[config.mk]
export PLATFORM = sky130hd
export DESIGN_NAME = multicycle_decode
export DESIGN_NICKNAME = d
export VERILOG_FILES = /design/src/rtl/multicycle_decode_pkg.sv /design/src/rtl/multicycle_decode_fn.sv /design/src/rtl/multicycle_decode.sv
export SDC_FILE = /design/constraint.sdc
export NUM_CORES = 1
export LEC_CHECK = 0
export BUFFER_PORTS_ARGS = -buffer_cell sky130_fd_sc_hd__buf_2
export CELL_PAD_IN_SITES_DETAIL_PLACEMENT = 0
export CELL_PAD_IN_SITES_GLOBAL_PLACEMENT = 1
export CORE_UTILIZATION = 33
export CTS_CLUSTER_DIAMETER = 120
export CTS_CLUSTER_SIZE = 12
export DETAILED_ROUTE_END_ITERATION = 8
export GPL_TIMING_DRIVEN = 0
export PLACE_DENSITY = 0.85
export SLEW_MARGIN = 10
export SYNTH_ARGS = -nofsm -noshare
export SYNTH_HDL_FRONTEND = slang
export SYNTH_SLANG_ARGS = --single-unit
export TNS_END_PERCENT = 50
[constraint.sdc]
create_clock -name clk -period 3.3 [get_ports clk]
set_clock_uncertainty 0.1 [all_clocks]
set_input_delay 0.33 -clock clk [delete_from_list [all_inputs] [get_ports clk]]
set_output_delay 0.33 -clock clk [all_outputs]
set_load 0.005 [all_outputs]
[src/rtl/multicycle_decode_pkg.sv]
// Shared types and constants for the multicycle control unit: FSM state
// encoding, ALU/FPU operation codes and instruction Op-field classes.
package multicycle_decode_pkg;

   typedef enum logic [3:0] {
      FETCH    = 4'd0,
      DECODE   = 4'd1,
      MEMADR   = 4'd2,
      MEMRD    = 4'd3,
      MEMWB    = 4'd4,
      MEMWR    = 4'd5,
      EXECR    = 4'd6,
      EXECI    = 4'd7,
      ALUWB    = 4'd8,
      BRANCH   = 4'd9,
      MULEX    = 4'd10,
      MULWB_HI = 4'd11,
      FPUEX    = 4'd12,
      FPUWB    = 4'd13
   } state_e;

   // ALU operation codes (3-bit core encoding, zero-extended at the port)
   localparam logic [2:0] ALU_ADD     = 3'b000;
   localparam logic [2:0] ALU_SUB     = 3'b001;
   localparam logic [2:0] ALU_AND     = 3'b010;
   localparam logic [2:0] ALU_ORR     = 3'b011;
   localparam logic [2:0] ALU_MUL     = 3'b100;
   localparam logic [2:0] ALU_UMULL   = 3'b101;
   localparam logic [2:0] ALU_SMULL   = 3'b110;
   localparam logic [2:0] ALU_ILLEGAL = 3'b111;

   // FPU operation codes, taken straight from Funct[2:1]
   localparam logic [1:0] FPU_ADD = 2'b00;
   localparam logic [1:0] FPU_SUB = 2'b01;
   localparam logic [1:0] FPU_MUL = 2'b10;
   localparam logic [1:0] FPU_DIV = 2'b11;

   // Instruction class in instr[27:26]
   localparam logic [1:0] OP_DP  = 2'b00;
   localparam logic [1:0] OP_MEM = 2'b01;
   localparam logic [1:0] OP_BR  = 2'b10;
   localparam logic [1:0] OP_FPU = 2'b11;

   // Multiply instructions are tagged by instr[7:4] = 1001
   localparam logic [3:0] MULOP_MUL = 4'b1001;

endpackage

[src/rtl/multicycle_decode_fn.sv]
// Combinational Funct/MulOp decode: ALU and FPU operation selection,
// flag-write enables and legality of the encoding.
module multicycle_decode_fn
   import multicycle_decode_pkg::*;
#(
   parameter int ALU_CTRL_W = 3,
   parameter int FPU_CTRL_W = 2
) (
   input  logic [5:0]            funct_i,
   input  logic [3:0]            mul_op_i,
   output logic [ALU_CTRL_W-1:0] alu_ctrl_o,
   output logic [FPU_CTRL_W-1:0] fpu_ctrl_o,
   output logic [1:0]            flag_w_o,
   output logic                  alu_legal_o,
   output logic                  fpu_legal_o,
   output logic                  is_mul_o,
   output logic                  is_long_mul_o
);

   logic [2:0] alu_op_s;
   logic       is_mul_s;

   // A multiply only exists in the register form; the immediate form reuses instr[7:4]
   assign is_mul_s = (mul_op_i == MULOP_MUL) && !funct_i[5];

   // Pick the ALU operation from the multiply table or the data-processing table
   always_comb begin
      alu_op_s = ALU_ILLEGAL;
      if (is_mul_s) begin
         case (funct_i[3:1])
            3'b000:  alu_op_s = ALU_MUL;
            3'b100:  alu_op_s = ALU_UMULL;
            3'b110:  alu_op_s = ALU_SMULL;
            default: alu_op_s = ALU_ILLEGAL;
         endcase
      end else begin
         case (funct_i[4:1])
            4'b0100: alu_op_s = ALU_ADD;
            4'b0010: alu_op_s = ALU_SUB;
            4'b0000: alu_op_s = ALU_AND;
            4'b1100: alu_op_s = ALU_ORR;
            default: alu_op_s = ALU_ILLEGAL;
         endcase
      end
   end

   assign alu_legal_o   = (alu_op_s != ALU_ILLEGAL);
   assign alu_ctrl_o    = alu_legal_o ? ALU_CTRL_W'(alu_op_s) : {ALU_CTRL_W{1'b1}};
   assign is_mul_o      = is_mul_s;
   assign is_long_mul_o = is_mul_s && ((alu_op_s == ALU_UMULL) || (alu_op_s == ALU_SMULL));

   // C/V flags only make sense for arithmetic; an unsupported encoding writes nothing
   assign flag_w_o = alu_legal_o
                   ? {funct_i[0], funct_i[0] & ((alu_op_s == ALU_ADD) || (alu_op_s == ALU_SUB))}
                   : 2'b00;

   assign fpu_legal_o = (funct_i[4:3] == 2'b00);
   assign fpu_ctrl_o  = FPU_CTRL_W'(funct_i[2:1]);

endmodule

[src/rtl/multicycle_decode.sv]
// Multicycle Moore control unit: sequences fetch, decode, memory, ALU,
// iterative multiply and FPU handshake across cycles.
module multicycle_decode
   import multicycle_decode_pkg::*;
#(
   parameter int ALU_CTRL_W = 3,
   parameter int FPU_CTRL_W = 2,
   parameter int MUL_CYCLES = 4
) (
   input  logic                  clk,
   input  logic                  reset,
   input  logic [1:0]            Op,
   input  logic [5:0]            Funct,
   input  logic [3:0]            Rd,
   input  logic [3:0]            MulOp,
   input  logic                  fpu_done,
   output logic                  IRWrite,
   output logic                  NextPC,
   output logic                  Branch,
   output logic                  RegW,
   output logic                  MemW,
   output logic                  AdrSrc,
   output logic                  ALUSrcA,
   output logic                  mul_hi,
   output logic                  fpu_start,
   output logic [1:0]            ResultSrc,
   output logic [1:0]            ALUSrcB,
   output logic [1:0]            ImmSrc,
   output logic [1:0]            RegSrc,
   output logic [ALU_CTRL_W-1:0] ALUControl,
   output logic [FPU_CTRL_W-1:0] FPUControl,
   output logic [1:0]            FlagW,
   output logic [1:0]            FPUFlagW
);

   localparam int              CNT_W      = (MUL_CYCLES > 1) ? $clog2(MUL_CYCLES) : 1;
   localparam logic [CNT_W-1:0] CNT_RELOAD = CNT_W'(MUL_CYCLES - 1);

   state_e           state_q, state_d;
   logic [CNT_W-1:0] cnt_q, cnt_d;
   logic             fpu_first_q, fpu_first_d;

   logic [ALU_CTRL_W-1:0] dec_alu_ctrl_s;
   logic [FPU_CTRL_W-1:0] dec_fpu_ctrl_s;
   logic [1:0]            dec_flag_w_s;
   logic                  alu_legal_s, fpu_legal_s, is_mul_s, is_long_mul_s;
   logic                  last_exec_s;

   logic irwrite_s, nextpc_s, branch_s, regw_s, memw_s, mul_hi_s, fpu_start_s;

   multicycle_decode_fn #(
      .ALU_CTRL_W (ALU_CTRL_W),
      .FPU_CTRL_W (FPU_CTRL_W)
   ) u_fn (
      .funct_i       (Funct),
      .mul_op_i      (MulOp),
      .alu_ctrl_o    (dec_alu_ctrl_s),
      .fpu_ctrl_o    (dec_fpu_ctrl_s),
      .flag_w_o      (dec_flag_w_s),
      .alu_legal_o   (alu_legal_s),
      .fpu_legal_o   (fpu_legal_s),
      .is_mul_o      (is_mul_s),
      .is_long_mul_o (is_long_mul_s)
   );

   // State, multiply countdown and first-FPUEX-cycle marker
   always_ff @(posedge clk or negedge reset) begin
      if (!reset) begin
         state_q     <= FETCH;
         cnt_q       <= CNT_RELOAD;
         fpu_first_q <= 1'b0;
      end else begin
         state_q     <= state_d;
         cnt_q       <= cnt_d;
         fpu_first_q <= fpu_first_d;
      end
   end

   // Next-state sequencing
   always_comb begin
      state_d     = state_q;
      cnt_d       = cnt_q;
      fpu_first_d = 1'b0;
      case (state_q)
         FETCH:  state_d = DECODE;
         DECODE: begin
            case (Op)
               OP_MEM: state_d = MEMADR;
               OP_BR:  state_d = BRANCH;
               OP_FPU: begin
                  state_d     = FPUEX;
                  fpu_first_d = 1'b1;
               end
               default: begin
                  if (is_mul_s) begin
                     state_d = MULEX;
                     cnt_d   = CNT_RELOAD;
                  end else if (Funct[5]) begin
                     state_d = EXECI;
                  end else begin
                     state_d = EXECR;
                  end
               end
            endcase
         end
         MEMADR: state_d = Funct[0] ? MEMRD : MEMWR;
         MEMRD:  state_d = MEMWB;
         MEMWB:  state_d = FETCH;
         MEMWR:  state_d = FETCH;
         EXECR,
         EXECI:  state_d = alu_legal_s ? ALUWB : FETCH;
         MULEX: begin
            if (!alu_legal_s) begin
               state_d = FETCH;
            end else if (cnt_q == '0) begin
               state_d = ALUWB;
            end else begin
               cnt_d = cnt_q - CNT_W'(1);
            end
         end
         ALUWB:    state_d = ((Op == OP_DP) && is_long_mul_s) ? MULWB_HI : FETCH;
         MULWB_HI: state_d = FETCH;
         BRANCH:   state_d = FETCH;
         FPUEX: begin
            // The FPU cannot answer in the start cycle, so done is only looked at afterwards
            if (!fpu_legal_s) begin
               state_d = FETCH;
            end else if (fpu_first_q) begin
               state_d = FPUEX;
            end else if (fpu_done) begin
               state_d = FPUWB;
            end else begin
               state_d = FPUEX;
            end
         end
         FPUWB:   state_d = FETCH;
         default: state_d = FETCH;
      endcase
   end

   assign last_exec_s = (state_q == EXECR) || (state_q == EXECI) ||
                        ((state_q == MULEX) && (cnt_q == '0));

   // Moore outputs per state
   always_comb begin
      irwrite_s   = 1'b0;
      nextpc_s    = 1'b0;
      branch_s    = 1'b0;
      regw_s      = 1'b0;
      memw_s      = 1'b0;
      mul_hi_s    = 1'b0;
      fpu_start_s = 1'b0;
      AdrSrc      = 1'b0;
      ALUSrcA     = 1'b0;
      ResultSrc   = 2'b00;
      ALUSrcB     = 2'b00;
      ALUControl  = ALU_CTRL_W'(ALU_ADD);
      FPUControl  = {FPU_CTRL_W{1'b0}};
      FlagW       = 2'b00;
      FPUFlagW    = 2'b00;
      case (state_q)
         FETCH: begin
            irwrite_s = 1'b1;
            nextpc_s  = 1'b1;
            ALUSrcA   = 1'b1;
            ALUSrcB   = 2'b10;
            ResultSrc = 2'b10;
         end
         DECODE: begin
            ALUSrcA   = 1'b1;
            ALUSrcB   = 2'b10;
            ResultSrc = 2'b10;
         end
         MEMADR: ALUSrcB = 2'b01;
         MEMRD:  AdrSrc  = 1'b1;
         MEMWR: begin
            AdrSrc = 1'b1;
            memw_s = 1'b1;
         end
         MEMWB: begin
            ResultSrc = 2'b01;
            regw_s    = 1'b1;
            nextpc_s  = (Rd == 4'b1111);
         end
         EXECR, MULEX: begin
            ALUSrcB    = 2'b00;
            ALUControl = dec_alu_ctrl_s;
            FlagW      = last_exec_s ? dec_flag_w_s : 2'b00;
         end
         EXECI: begin
            ALUSrcB    = 2'b01;
            ALUControl = dec_alu_ctrl_s;
            FlagW      = last_exec_s ? dec_flag_w_s : 2'b00;
         end
         ALUWB: begin
            regw_s   = 1'b1;
            nextpc_s = (Rd == 4'b1111);
         end
         MULWB_HI: begin
            regw_s   = 1'b1;
            mul_hi_s = 1'b1;
         end
         BRANCH: begin
            ALUSrcB   = 2'b01;
            ResultSrc = 2'b10;
            branch_s  = 1'b1;
         end
         FPUEX: begin
            fpu_start_s = fpu_first_q & fpu_legal_s;
            FPUControl  = dec_fpu_ctrl_s;
         end
         FPUWB: begin
            ResultSrc  = 2'b11;
            regw_s     = 1'b1;
            nextpc_s   = (Rd == 4'b1111);
            FPUControl = dec_fpu_ctrl_s;
            FPUFlagW   = {Funct[0], 1'b0};
         end
         default: begin
            irwrite_s = 1'b0;
         end
      endcase
   end

   assign ImmSrc = Op;
   assign RegSrc = {Op == OP_MEM, Op == OP_BR};

   // Strobes drop the instant reset is asserted, even mid-instruction
   assign IRWrite   = irwrite_s   & reset;
   assign NextPC    = nextpc_s    & reset;
   assign Branch    = branch_s    & reset;
   assign RegW      = regw_s      & reset;
   assign MemW      = memw_s      & reset;
   assign mul_hi    = mul_hi_s    & reset;
   assign fpu_start = fpu_start_s & reset;

endmodule

==> flow_summary.toml <==
[critical_path]
r2r_end = "cnt_q[1]$_DFFE_PN1P_"
r2r-start = "state_q[1]$_DFFE_PN0P_"
crit_fanout = 10
crit_required_ps = 2870
r2r_cells = 6
crit_cells = 6
worst_setup_path_start_kind = "flop"
crit_path_cell_trace = "buf_2, nor2_1, a21o_1, nand3_1, nor4b_1, buf_2"
worst-setup-path-type = "flop to output port"
cp_top_family = "simple AND/OR/NAND/NOR gates"
cpMostUsedCell = "buf_2"
critPathBufInv = 2
cp_slowest_cell = "dfrtp_1"
slowest_delay_ps = 430
end_kind = "output port"
crit_arrival_ps = 1770
r2r_slack_ps = 1530

[logic_synthesis]
syn_area_um2 = 903
ys_ff_latch = 7
yosysSeqAreaShare = 0.197
synthFlopType = "dfrtp_1"
synthCells = 120
syn_avg_cell_area_um2 = 7.53
ys_warn_count = 0
synth_edf_count = 0
syn_nets = 140
async_flop_share = 1.00
ys_types = 46

[clock_network]
clock_latency_ps = 240
cts_tree = "done"
cts-root-buf = "clkbuf_4"
htree_levels = 1
cts_made_buffers = 3
clk_pin_slew_ps = 50
cts_num_sinks = 7
cts_resized = 0
clockBufferDepth = 2

[finish]
nets = 187
stdcell_count = 196
antenna_cells = 0
area_growth_syn_to_layout_pct = 30.9
drive_above_1_share = 0.392
final_util = 0.469

[power_and_ir_drop]
vdd_drop_max_mv = 0.352
power.leakage_nw = 0.581
power_frac_comb = 0.696
clkPwrFrac = 0.103
p_per_area_mw_per_mm2 = 627
p_int_w = 0.000398
p_sw_frac = 0.463
seqPwrFrac = 0.201
switching_power_w = 0.000344

[floorplan]
initial_core_util = 0.358
die_area_mm2 = 0.00295
floorplan.die.width_um = 54.3
num_io_pins = 45
coreArea_mm2 = 0.00252
rows = 18
die_h_um = 54.3

[placement]
io_buffer_count = 41
hpwl_um = 1920
gp_congestion = 0.846
placed_cells = 191

[grt]
antenna_found_initial = 0
grt_overflow_total = 0
grt_pass1_wl_um = 3930
grt_util_all_layers = 0.180
grt_pass1_vias = 922
grt_max_degree = 11

[detailed_routing]
drt-met1-wl_um = 1160
vias = 1032
via_per_inst = 5.27
drcViolationCount = 0
ant_nets = 0
firstDrtPassIters = 5
routed_wl_um = 2420
wl_met3_um = 153
routedWlPerCell_um = 12.3
drt_iter0_markers = 22
wl_met2_um = 1100
highest_layer = "met4"

[sta]
max_freq_ghz = 0.454
rsz0062_at_grt = "false"
final_hold_viol_count = 0
post-route-period-util = 0.667
worstMarginPinSlew_ps = 508
slew_violations = 0
tns_ps = 0
setup_viol = 0
maxSlewHeadroom = 0.661
fin_crit_ps = 2200

[status]
outcome = "finished clean"

[min_path]
worstHoldStart = "Funct[1]"
worstHoldEndpoint = "state_q[0]$_DFFE_PN0P_"
hp-class = "primary input to flop"
hold_depth = 3

[run]
cap_violations = 0
-- state kept, by name, summed over array words and instances, names as in the netlist --
name / cells
cnt_q: 2
fpu_first_q: 1
state_q: 4
-- synth_stat cells (3+ instances only) --
cell,instances,area share
a21oi_1,10,0.055
and3_1,3,0.021
buf_2,3,0.017
buf_4,4,0.033
dfrtp_1,5,0.14
inv_1,7,0.029
nand2_1,8,0.033
nand2b_1,5,0.035
nand3_1,3,0.017
nor2_1,14,0.058
nor2b_1,5,0.035
nor3_1,10,0.055
nor3b_1,3,0.025
xnor2_1,3,0.029
-- power groups by stage --
stage	registers, W	clock network [W]	logic (W)
2_1_floorplan	0.000146	0	0.000356
6_report	0.000149	0.0000767	0.000516
3_3_place_gp	0.000149	0	0.000506
5_1_grt	0.000154	0.0000881	0.000578
4_1_cts	0.000149	0.0000765	0.000516
3_5_place_dp	0.000150	0	0.000513
-- metal layers --
metal | vias to the layer above | track usage
met5 | - | 0
met4 | 0 | 0.0641
met3 | 3 | 0.0111
met2 | 47 | 0.307
met1 | 466 | 0.236
li1 | 516 | -
-- kinds of logic after synthesis --
kind of cell,count (synthesis),share of synthesized area
AND/OR/NAND/NOR,62,0.409
other,1,0.00415
XOR/XNOR,3,0.0291
buffers and inverters,17,0.0997
flip-flops,7,0.197
multiplexers,1,0.0111
adder cells (fa/ha/maj),2,0.0249
AO/OA/AOI/OAI,27,0.226
-- tightest hold or removal path: stages --
cell and delay (ps):
buf_2 110, or4_4 150, nand2_1 50
-- placed cells by master, fill, tap and decap left out, types with 2 or more instances in the layout --
cell type / n
dfstp_2: 2
nand2_1: 8
nor3_1: 10
and3_1: 3
clkbuf_4: 3
buf_4: 4
o21ai_1: 2
inv_1: 7
nor2_1: 14
buf_2: 44
a21oi_1: 10
clkbuf_1: 3
nor2_4: 2
o22ai_1: 2
dfrtp_1: 5
nor2b_1: 5
nand2b_1: 5
xnor2_1: 3
nor3b_1: 3
nand3_1: 3
-- what timing repair did --
item                                   4_1_cts  5_1_grt
endpoints found under the hold margin        5        0
hold buffers                                 1        0
buffers inserted                             0        0
-- metrics by stage --
step	total power [W]	cell area [um^2]	worst slack, ps	hold slack (ps)
floorplan	0.000502	903	1600	-65.6
global placement	0.000655	1150	1360	93.3
detailed placement	0.000663	1150	1360	90.5
CTS	0.000741	1180	1090	333
global route	0.000821	1180	958	334
finish	0.000742	1180	1100	339
-- layout make-up --
type                       count  area [um^2]
fill                         273         1340
multi-input combinational     96          636
timing repair buffer          42          215
sequential                     7          178
buffer                        10         63.8
tap                           30         37.5
clock buffer                   4         26.3
inverter                       7         26.3
-- worst max path at each step --
stage	to	start	slack, ps
after floorplan	FlagW[0]	state_q[0]$_DFFE_PN0P_	1600
after global placement	ALUControl[0]	Funct[5]	1360
after detailed placement	FlagW[0]	state_q[0]$_DFFE_PN0P_	1360
after CTS	FlagW[0]	state_q[0]$_DFFE_PN0P_	1090
after global routing	FlagW[0]	state_q[2]$_DFFE_PN0P_	960
final	FlagW[0]	state_q[0]$_DFFE_PN0P_	1100
No activity file was read; power rests on OpenSTA's default activity.
